`src/rtl/instruction_fetch_buffer.sv`:
```
// Fetch stage: sequential PC generation, in-order imem requests, DEPTH-entry instruction FIFO to decode.
// Optional FETCH_BYPASS_EN: empty-FIFO responses go straight to decode in the same cycle.
module instruction_fetch_buffer #(
    parameter int                DEPTH    = 4,
    parameter int                ADDR_W   = 32,
    parameter logic [ADDR_W-1:0] RESET_PC = '0
) (
    input  logic              clock,
    input  logic              reset,
    input  logic              redirect_valid,
    input  logic [ADDR_W-1:0] redirect_pc,
    output logic              imem_req_valid,
    output logic [ADDR_W-1:0] imem_req_addr,
    input  logic              imem_req_ready,
    input  logic              imem_rsp_valid,
    input  logic [31:0]       imem_rsp_data,
    output logic              out_valid,
    output logic [31:0]       out_instruction,
    output logic [ADDR_W-1:0] out_pc,
    input  logic              out_ready
);
    // valid/ready: a transfer happens on a rising edge where both are high; the
    // producer holds valid and payload stable until the transfer completes.
    localparam int PW = $clog2(DEPTH);
    localparam int CW = PW + 1;
    localparam logic [CW:0] DEPTH_L = (CW+1)'(DEPTH);
    localparam logic [31:0] NOP = 32'h0000_0013;

    logic [ADDR_W-1:0] fetch_pc;
    logic [ADDR_W-1:0] pend_pc [DEPTH];
    logic [PW-1:0]     pend_rd, pend_wr;
    logic [ADDR_W-1:0] fifo_pc [DEPTH];
    logic [31:0]       fifo_data [DEPTH];
    logic [PW-1:0]     fifo_rd, fifo_wr;
    logic [CW-1:0]     fifo_count, outstanding, drop;

    logic [CW:0] in_use;
    logic req_fire, rsp_fire, rsp_keep, bypass, out_fire, fifo_push, fifo_pop;

    always_comb begin
        in_use         = {1'b0, fifo_count} + {1'b0, outstanding};
        // Space is reserved at request time, so the FIFO can never overflow.
        imem_req_valid = reset && !redirect_valid && (in_use < DEPTH_L);
        imem_req_addr  = fetch_pc;
        req_fire       = imem_req_valid && imem_req_ready;
        rsp_fire       = reset && imem_rsp_valid && (outstanding != '0);
        rsp_keep       = rsp_fire && (drop == '0) && !redirect_valid;
`ifdef FETCH_BYPASS_EN
        bypass         = rsp_keep && (fifo_count == '0);
`else
        bypass         = 1'b0;
`endif
        out_valid       = 1'b0;
        out_instruction = NOP;
        out_pc          = '0;
        if (fifo_count != '0) begin
            out_valid       = 1'b1;
            out_instruction = fifo_data[fifo_rd];
            out_pc          = fifo_pc[fifo_rd];
        end else if (bypass) begin
            out_valid       = 1'b1;
            out_instruction = imem_rsp_data;
            out_pc          = pend_pc[pend_rd];
        end
        out_fire  = out_valid && out_ready;
        fifo_pop  = out_fire && (fifo_count != '0);
        fifo_push = rsp_keep && !(bypass && out_ready);
    end

    always_ff @(posedge clock) begin
        if (!reset) begin
            fetch_pc    <= RESET_PC;
            pend_rd     <= '0;
            pend_wr     <= '0;
            fifo_rd     <= '0;
            fifo_wr     <= '0;
            fifo_count  <= '0;
            outstanding <= '0;
            drop        <= '0;
        end else begin
            if (rsp_fire) pend_rd <= pend_rd + PW'(1);
            if (req_fire) pend_wr <= pend_wr + PW'(1);
            outstanding <= outstanding + CW'(req_fire) - CW'(rsp_fire);
            if (redirect_valid) begin
                // Everything still in flight belongs to the wrong path; a response
                // arriving this cycle is discarded here rather than counted.
                fetch_pc   <= {redirect_pc[ADDR_W-1:2], 2'b00};
                fifo_rd    <= '0;
                fifo_wr    <= '0;
                fifo_count <= '0;
                drop       <= outstanding - CW'(rsp_fire);
            end else begin
                if (req_fire) fetch_pc <= fetch_pc + ADDR_W'(4);
                if (rsp_fire && (drop != '0)) drop <= drop - CW'(1);
                if (fifo_push) fifo_wr <= fifo_wr + PW'(1);
                if (fifo_pop)  fifo_rd <= fifo_rd + PW'(1);
                fifo_count <= fifo_count + CW'(fifo_push) - CW'(fifo_pop);
            end
        end
    end

    // Storage arrays carry no reset; every write is already qualified by reset.
    always_ff @(posedge clock) begin
        if (req_fire) pend_pc[pend_wr] <= fetch_pc;
        if (fifo_push) begin
            fifo_pc[fifo_wr]   <= pend_pc[pend_rd];
            fifo_data[fifo_wr] <= imem_rsp_data;
        end
    end
endmodule

```
`config.mk`:
```
export PLATFORM = sky130hd
export DESIGN_NAME = instruction_fetch_buffer
export DESIGN_NICKNAME = d
export VERILOG_FILES = /design/src/rtl/instruction_fetch_buffer.sv
export SDC_FILE = /design/constraint.sdc
export NUM_CORES = 1
export LEC_CHECK = 0
export CAP_MARGIN = 20
export CORE_MARGIN = 4
export CORE_UTILIZATION = 50
export CTS_CLUSTER_DIAMETER = 60
export DETAILED_ROUTE_END_ITERATION = 10
export GPL_TIMING_DRIVEN = 0
export PLACE_DENSITY = 0.78
export SYNTH_ARGS = -nofsm -noshare
export SYNTH_HDL_FRONTEND = slang
export SYNTH_SLANG_ARGS = --single-unit
```
`constraint.sdc`:
```
create_clock -name clock -period 4.6 [get_ports clock]
set_clock_uncertainty 0.05 [all_clocks]
set_input_delay 0.92 -clock clock [delete_from_list [all_inputs] [get_ports clock]]
set_output_delay 0.92 -clock clock [all_outputs]
set_load 0.05 [all_outputs]
```
---- Word-level counts from Yosys, hierarchy flattened ----
Memories as Yosys holds them, arrays and structs flattened. A register that Yosys moved wholly into a read port is not among the register bits.
Cells that the tools add are included.
word-level totals
  flip-flop bits (word level) ............. 49
  memories ................................ 3
  RAM bits ................................ 384
  logic and storage cells ................. 61
  output and inout bits ................... 98
cells by class
  reduce and logical (&&, ||, !) cells .... 18
  bitwise operators ....................... 1
  order comparisons ....................... 1
  $add $sub $neg .......................... 12
  multiplexer cells ....................... 17
memories
  memory     depth  width  read ports  clocked after memory_dff  write ports  line  RTL
  fifo_data  4      32     1           1                         1            33    logic [31:0] fifo_data [DEPTH];
  fifo_pc    4      32     1           1                         1            32    logic [ADDR_W-1:0] fifo_pc [DEPTH];
  pend_pc    4      32     1           1                         1            30    logic [ADDR_W-1:0] pend_pc [DEPTH];
operators by type and width
  kind                     count
  $mux W32                 4
  $add A32 B3 Y32 const B  1
  $mux W2                  6
  $logic_and A1 B1 Y1      10
  $reduce_bool A3 Y1       3
  $sub A3 B1 Y3            3
  $add A2 B1 Y2 const B    4
  $add A3 B1 Y3            2
  $mux W3                  2
  $mux W1                  5
  $add A3 B3 Y4            1
  $lt A4 B3 Y1 const B     1
  $reduce_bool A2 Y1       2
  $logic_not A3 Y1         1
  $sub A3 B1 Y3 const B    1
  $reduce_or A2 Y1         1
  $logic_not A1 Y1         1
  $not A1 Y1               1

---- Longest topological paths before layout ----
Gate-level depths: netlist (run 1).
  depth after elaboration ................. 6
  gate-level depth with buffers ........... 13
  mapped depth without buffers ............ 10

---- Worst setup path after synthesis (run 1) ----
No wires, ideal clock.
  kind .................................... in2reg
  from .................................... input reset
  to ...................................... memory fifo_data[0][0], enable pin
  data arrival time ....................... 3.090 ns
  library setup time ...................... 0.426 ns
  setup slack ............................. 1.034 ns
  stages .................................. 4
  path through ............................ o311a_1 > and4_1 > clkbuf_1 > and2_1
between the ends
  cells in the longest elaborated chain, start to end .. 6
ends and longest elaborated chain
  element                           line  RTL
  from (decl)                       9     input logic reset,
  $logic_and A1 B1 Y1 (2 in a row)  46    rsp_fire = reset && imem_rsp_valid && (outstanding != '0);
  $logic_and A1 B1 Y1 (2 in a row)  47    rsp_keep = rsp_fire && (drop == '0) && !redirect_valid;
  $mux W1                           105   if (fifo_push) begin
  $mux W1 (not written as such)     107   fifo_data[fifo_wr] <= imem_rsp_data;
  to (decl)                         33
Every way passes these cells.

==> flow_metrics.tcl, run 1 <==
set metrics [dict create \
    drc 0 \
    area_growth_pct 22.4 \
    wl_per_cell_um 21.7 \
    viasPerCell 5.67 \
    htreeDepth 2 \
    synth_common_cells "edfxtp_1 (368), mux4_2 (92), and2_1 (75)" \
    cp.arrival_ns 3.38 \
    final_cells 1595 \
    ir_drop_mv 0.283 \
    outcome "complete, no violations" \
    required_ns 3.63 \
    yosys.area.top_type "edfxtp_1" \
    fin_crit_ns 4.35 \
    synth_seq_cells 419 \
    tightest_slew_ns 0.878 \
    seq_power_share 0.507 \
    ys_types 45 \
    n_fill_cell 2321 \
    dieHeight_um 190 \
    vias 9039 \
    synth_top_area_frac 0.667 \
    worstSetupPathType "reg -> out" \
    cts_inserted_buffers 42 \
    synth_top_family_by_area "multiplexers" \
    overflow 0 \
    dpl.cell_count 1519 \
    worst_setup_path_start_kind "flip-flop" \
    fmax_mhz 230 \
    synth_area_per_cell_um2 18.2 \
    port_buffers 161 \
    drtAntennaViolNets 0 \
    report.final.hold_viol_count 0 \
    setup_viol 0 \
    total_power_uw 8630 \
    yosys_warnings 0 \
    grt_pass1_vias 9408 \
    min_path_type "reg -> reg" \
    synth.area.top_cells "edfxtp_1 (67%), mux4_2 (13%), dfxtp_1 (6.2%)" \
    core_um2 32600 \
    rows 66 \
    power_frac_comb 0.096 \
    synthXorXnorAreaFrac 0.0100 \
    synth_most_common_cell "edfxtp_1" \
    maxCapViolations 0 \
    synthSimpleGateAreaFrac 0.0708 \
    power_density_nw_per_um2 426 \
    wl_met1_um 14800 \
    dp_hpwl_um 22000 \
    drive_gt1_frac 0.160 \
    design.portCount 168 \
    gr-usage-all-layers 0.192 \
    grt_max_degree 47 \
    syn_area_um2 16600 \
    p_clk_frac 0.397 \
    crit_fanout 10 \
    met2RoutedLength_um 16300 \
    topRoutingLayerUsed "met4" \
    switching_share 0.226 \
    post_cts_buffers 0 \
    die_width_um 190 \
    max_slew_margin 0.415 \
    synth_enable_flop_cells 368 \
    drt-pass1-iter-count 5 \
    initial_utilization 0.508 \
    slew_violations 0 \
    synthCells 909 \
    cp-end-kind "output port" \
    internal_power_uw 6680 \
    insertion_delay_ns 0.53 \
    seqCellArea_um2 12100 \
    grt_pass1_wl_um 53900 \
    yosys_most_used_dff "edfxtp_1" \
    post-route-period-util 0.945 \
    cts_root_buf "clkbuf_16" \
    synth_fa_ha_area_frac 0.0168 \
    initialDrtViolationCount 701 \
    diodes 0 \
    grt_setup_unrepaired "no" \
    clock_path_buffers 3 \
    synth_compound_area_frac 0.0279 \
    routabilityCongestion 0.930 \
    ctsResizeCount 6 \
    layout.nets 1212 \
    dieArea_um2 36100 \
    yosysSeqAreaShare 0.729 \
    cts.sinks 419 \
    p_sw_uw 1950 \
    wl_met3_um 2780 \
    async_flop_share 0 \
    antenna_found_initial 0 \
    multi_input_area_um2 4220 \
    clk_pin_slew_worst_paths_ns 0.06 \
    tns_ns 0 \
    wl_um 34600 \
    cts_tree "built" \
    ctsHoldBuffers 0 \
    synthMuxAreaShare 0.128 \
    p_leak_uw 0.00646 \
]
-- final cells by class --
class	instances	area share
clock buffer	52	0.0547
tap	442	0.0273
inverter	21	0.00389
sequential	419	0.596
timing repair buffer	165	0.0849
clock inverter	24	0.0135
multi-input combinational	421	0.208
buffer	51	0.0118
-- state kept, by name (all words and copies together), names as in the netlist, named ones only --
signal         cells
fifo_data        128
fifo_count         3
imem_req_addr     30
drop               3
pend_wr            2
fifo_wr            2
pend_rd            2
outstanding        3
pend_pc          120
fifo_pc          120
fifo_rd            2
-- critical path, stage by stage, from the launching register on --
cell             delay [ns]
dfxtp_1                0.30
clkbuf_1               0.42
clkdlybuf4s15_2        0.55
mux4_2                 0.56
or2_2                  0.29
clkdlybuf4s50_1        0.72
-- layer usage --
metal,vias to the layer above,GRT usage
met1,4509,0.276
met5,-,0
met3,60,0.0398
met4,0,0.0470
met2,440,0.308
li1,4030,-
-- kinds of logic after synthesis --
logic type | Yosys count
AO/OA/AOI/OAI | 70
XOR/XNOR | 19
adder cells (fa/ha/maj) | 21
buffers and inverters | 72
flip-flops | 419
multiplexers | 96
other | 1
AND/OR/NAND/NOR | 211
-- through the flow --
step	cell area [um2]	util	setup WS (ns)	hold slack, ns
final	20300	0.621	0.252	0.459
after global routing	20300	0.621	0.0133	0.496
after CTS	20300	0.621	0.0185	0.454
after detailed placement	18900	0.578	0.426	0.443
after global placement	18700	0.574	-0.911	0.433
after floorplan	16600	-	1.03	0.419
-- layout by cell type (no fill, tap or decap), drive strengths merged, types with 17 or more instances in the layout --
master,instances
a21oi,23
mux4,92
and2,76
ha,19
nand2,32
inv,22
nor2,19
edfxtp,368
xnor2,17
dfxtp,51
nand3,22
clkdlybuf4s50,161
clkbuf,89
-- power groups by stage --
| stage | clock network [uW] | registers [uW] | logic [uW] |
|---|---|---|---|
| detailed placement | 0 | 4450 | 834 |
| floorplan | 0 | 4480 | 485 |
| global placement | 0 | 4450 | 812 |
| global route | 3660 | 4380 | 898 |
| finish | 3430 | 4370 | 829 |
| CTS | 3490 | 4370 | 838 |
-- path summary, 6_finish.rpt --
check | from | end | slack [ns] | depth (start not counted)
worst max-delay path | flip-flop | out_instruction[4] | 0.25 | 5
worst min-delay path | pend_wr[1]$_SDFFE_PN0P_ | pend_wr[1]$_SDFFE_PN0P_ | 0.46 | 2
worst max register to register | outstanding[2]$_SDFF_PN0_ | outstanding[2]$_SDFF_PN0_ | 1.07 | 13
worst min register to register | pend_wr[1]$_SDFFE_PN0P_ | pend_wr[1]$_SDFFE_PN0P_ | 0.46 | 2
No activity file was read; power rests on OpenSTA's default activity.
==> run 2, diff against run 1 <==
- SLEW_MARGIN: not set -> 20
- TNS_END_PERCENT: not set -> 20
==> flow_metrics.tcl, run 2 (synthesis results as in run 1) <==
set metrics [dict create \
    clk_pin_slew_worst_paths_ns 0.07 \
    utilization 0.625 \
    fmax_mhz 228 \
    grt_setup_unrepaired "yes" \
    initial_utilization 0.508 \
    p_clk_frac 0.394 \
    cts_tree "built" \
    dieArea_um2 36100 \
    vias 9002 \
    clock_path_buffers 3 \
    report.final.hold_viol_count 0 \
    p_sw_uw 1960 \
    dp_hpwl_um 22300 \
    drive_gt1_frac 0.167 \
    rr_startpoint "outstanding[2]$_SDFF_PN0_" \
    area_growth_pct 23.1 \
    worstSetupPathType "reg -> out" \
    routabilityCongestion 0.930 \
    grt_pass1_vias 9424 \
    post_cts_buffers 0 \
    design.portCount 168 \
    setup_viol 0 \
    layout.nets 1216 \
    switching_share 0.228 \
    crit_end "out_instruction[12]" \
    drc 0 \
    cts_inserted_buffers 42 \
    r2r_end "outstanding[2]$_SDFF_PN0_" \
    required_ns 3.63 \
    slew_violations 0 \
    power_density_nw_per_um2 422 \
    layout_commonest_cell "edfxtp_1" \
    tightest_slew_ns 0.906 \
    dpl.cell_count 1523 \
    wl_um 35000 \
    crit_fanout 10 \
    p_leak_uw 0.00651 \
    largest_reg_flops 128 \
    gr-usage-all-layers 0.194 \
    power_frac_comb 0.097 \
    overflow 0 \
    min_path_type "reg -> reg" \
    top_register "fifo_data" \
    diodes 0 \
    drt-pass1-iter-count 5 \
    dieHeight_um 190 \
    port_buffers 161 \
    top_regs "fifo_data x128, fifo_pc x120, pend_pc x120" \
    worst_setup_path_start_kind "flip-flop" \
    initialDrtViolationCount 766 \
    outcome "complete, no violations" \
    antenna_found_initial 0 \
    max_slew_margin 0.396 \
    insertion_delay_ns 0.53 \
    cts_root_buf "clkbuf_16" \
    holdCritStartpoint "pend_wr[1]$_SDFFE_PN0P_" \
    mostFrequentLayoutCells "edfxtp_1 (368), clkdlybuf4s50_1 (161), mux4_2 (92), and2_1 (67), dfxtp_1 (51)" \
    drtAntennaViolNets 0 \
    grt_max_degree 47 \
    fin_crit_ns 4.39 \
    rows 66 \
    whs_path_depth 2 \
    maxCapViolations 0 \
    grt_pass1_wl_um 54300 \
    r2r_slack_ns 1.08 \
    post-route-period-util 0.954 \
    final_cells 1600 \
    internal_power_uw 6640 \
    viasPerCell 5.63 \
    cp.arrival_ns 3.42 \
    die_width_um 190 \
    cts.sinks 419 \
    cp-end-kind "output port" \
    core_um2 32600 \
    wl_per_cell_um 21.9 \
    seq_power_share 0.509 \
    reg2regPathDepth 13 \
    ir_drop_mv 0.211 \
    htreeDepth 2 \
]
## run 2: repair_timing
action | 4_1_cts | 5_1_grt
gates cloned | 0 | 0
setup endpoints to repair | 3 | 30
hold buffers | 0 | 0
resized for setup | 4 | 4
## run 2: worst min-delay path by stage
| stage | end |
|---|---|
| 4_1_cts | pend_wr[1]$_SDFFE_PN0P_ |
| 3_5_place_dp | pend_wr[1]$_SDFFE_PN0P_ |
| 5_1_grt | pend_wr[1]$_SDFFE_PN0P_ |
| 3_3_place_gp | pend_wr[1]$_SDFFE_PN0P_ |
| 6_report | pend_wr[1]$_SDFFE_PN0P_ |
| 2_1_floorplan | pend_wr[1]$_SDFFE_PN0P_ |
## run 2: layout make-up
| cell class | instances | area, um2 |
|---|---|---|
| inverters | 21 | 78.8 |
| clock buffers | 53 | 1150 |
| flip-flops and latches | 419 | 12100 |
| plain buffers | 51 | 231 |
| clock inverters | 24 | 239 |
| repair buffers | 169 | 1830 |
| well taps | 442 | 553 |
| fillers | 2308 | 12200 |
| multi-input cells | 421 | 4220 |
## run 2: per-stage QoR
stage | TNS (ns) | instance area [um2] | hold slack, ns | setup slack [ns] | power, uW
final | 0 | 20400 | 0.465 | 0.214 | 8600
after global routing | -0.825 | 20400 | 0.488 | -0.113 | 8910
after CTS | -0.00403 | 20400 | 0.455 | -0.00403 | 8680
after detailed placement | 0 | 19000 | 0.443 | 0.462 | 5290
after global placement | -213.44 | 18700 | 0.433 | -0.911 | 5260
after floorplan | 0 | 16600 | 0.419 | 1.03 | 4970
## run 2: power groups by stage
stage	combinational (uW)	sequential (uW)	clock (uW)
2_1_floorplan	485	4480	0
3_3_place_gp	812	4450	0
3_5_place_dp	839	4450	0
4_1_cts	847	4370	3460
5_1_grt	906	4380	3620
6_report	838	4380	3390
## run 2: critical path, cell delays in order (launching register included)
cell and delay, ns:
dfxtp_1 0.31, clkbuf_1 0.41, buf_1 0.70, mux4_2 0.59, and2_1 0.18, clkdlybuf4s50_1 0.70
## run 2: metal layers
metal | vias to the layer above | part of all wire | GRT usage
met3 | 45 | 0.072 | 0.0385
met5 | - | 0 | 0
met2 | 398 | 0.49 | 0.317
met4 | 0 | 0.016 | 0.0506
met1 | 4518 | 0.43 | 0.273
li1 | 4041 | - | -
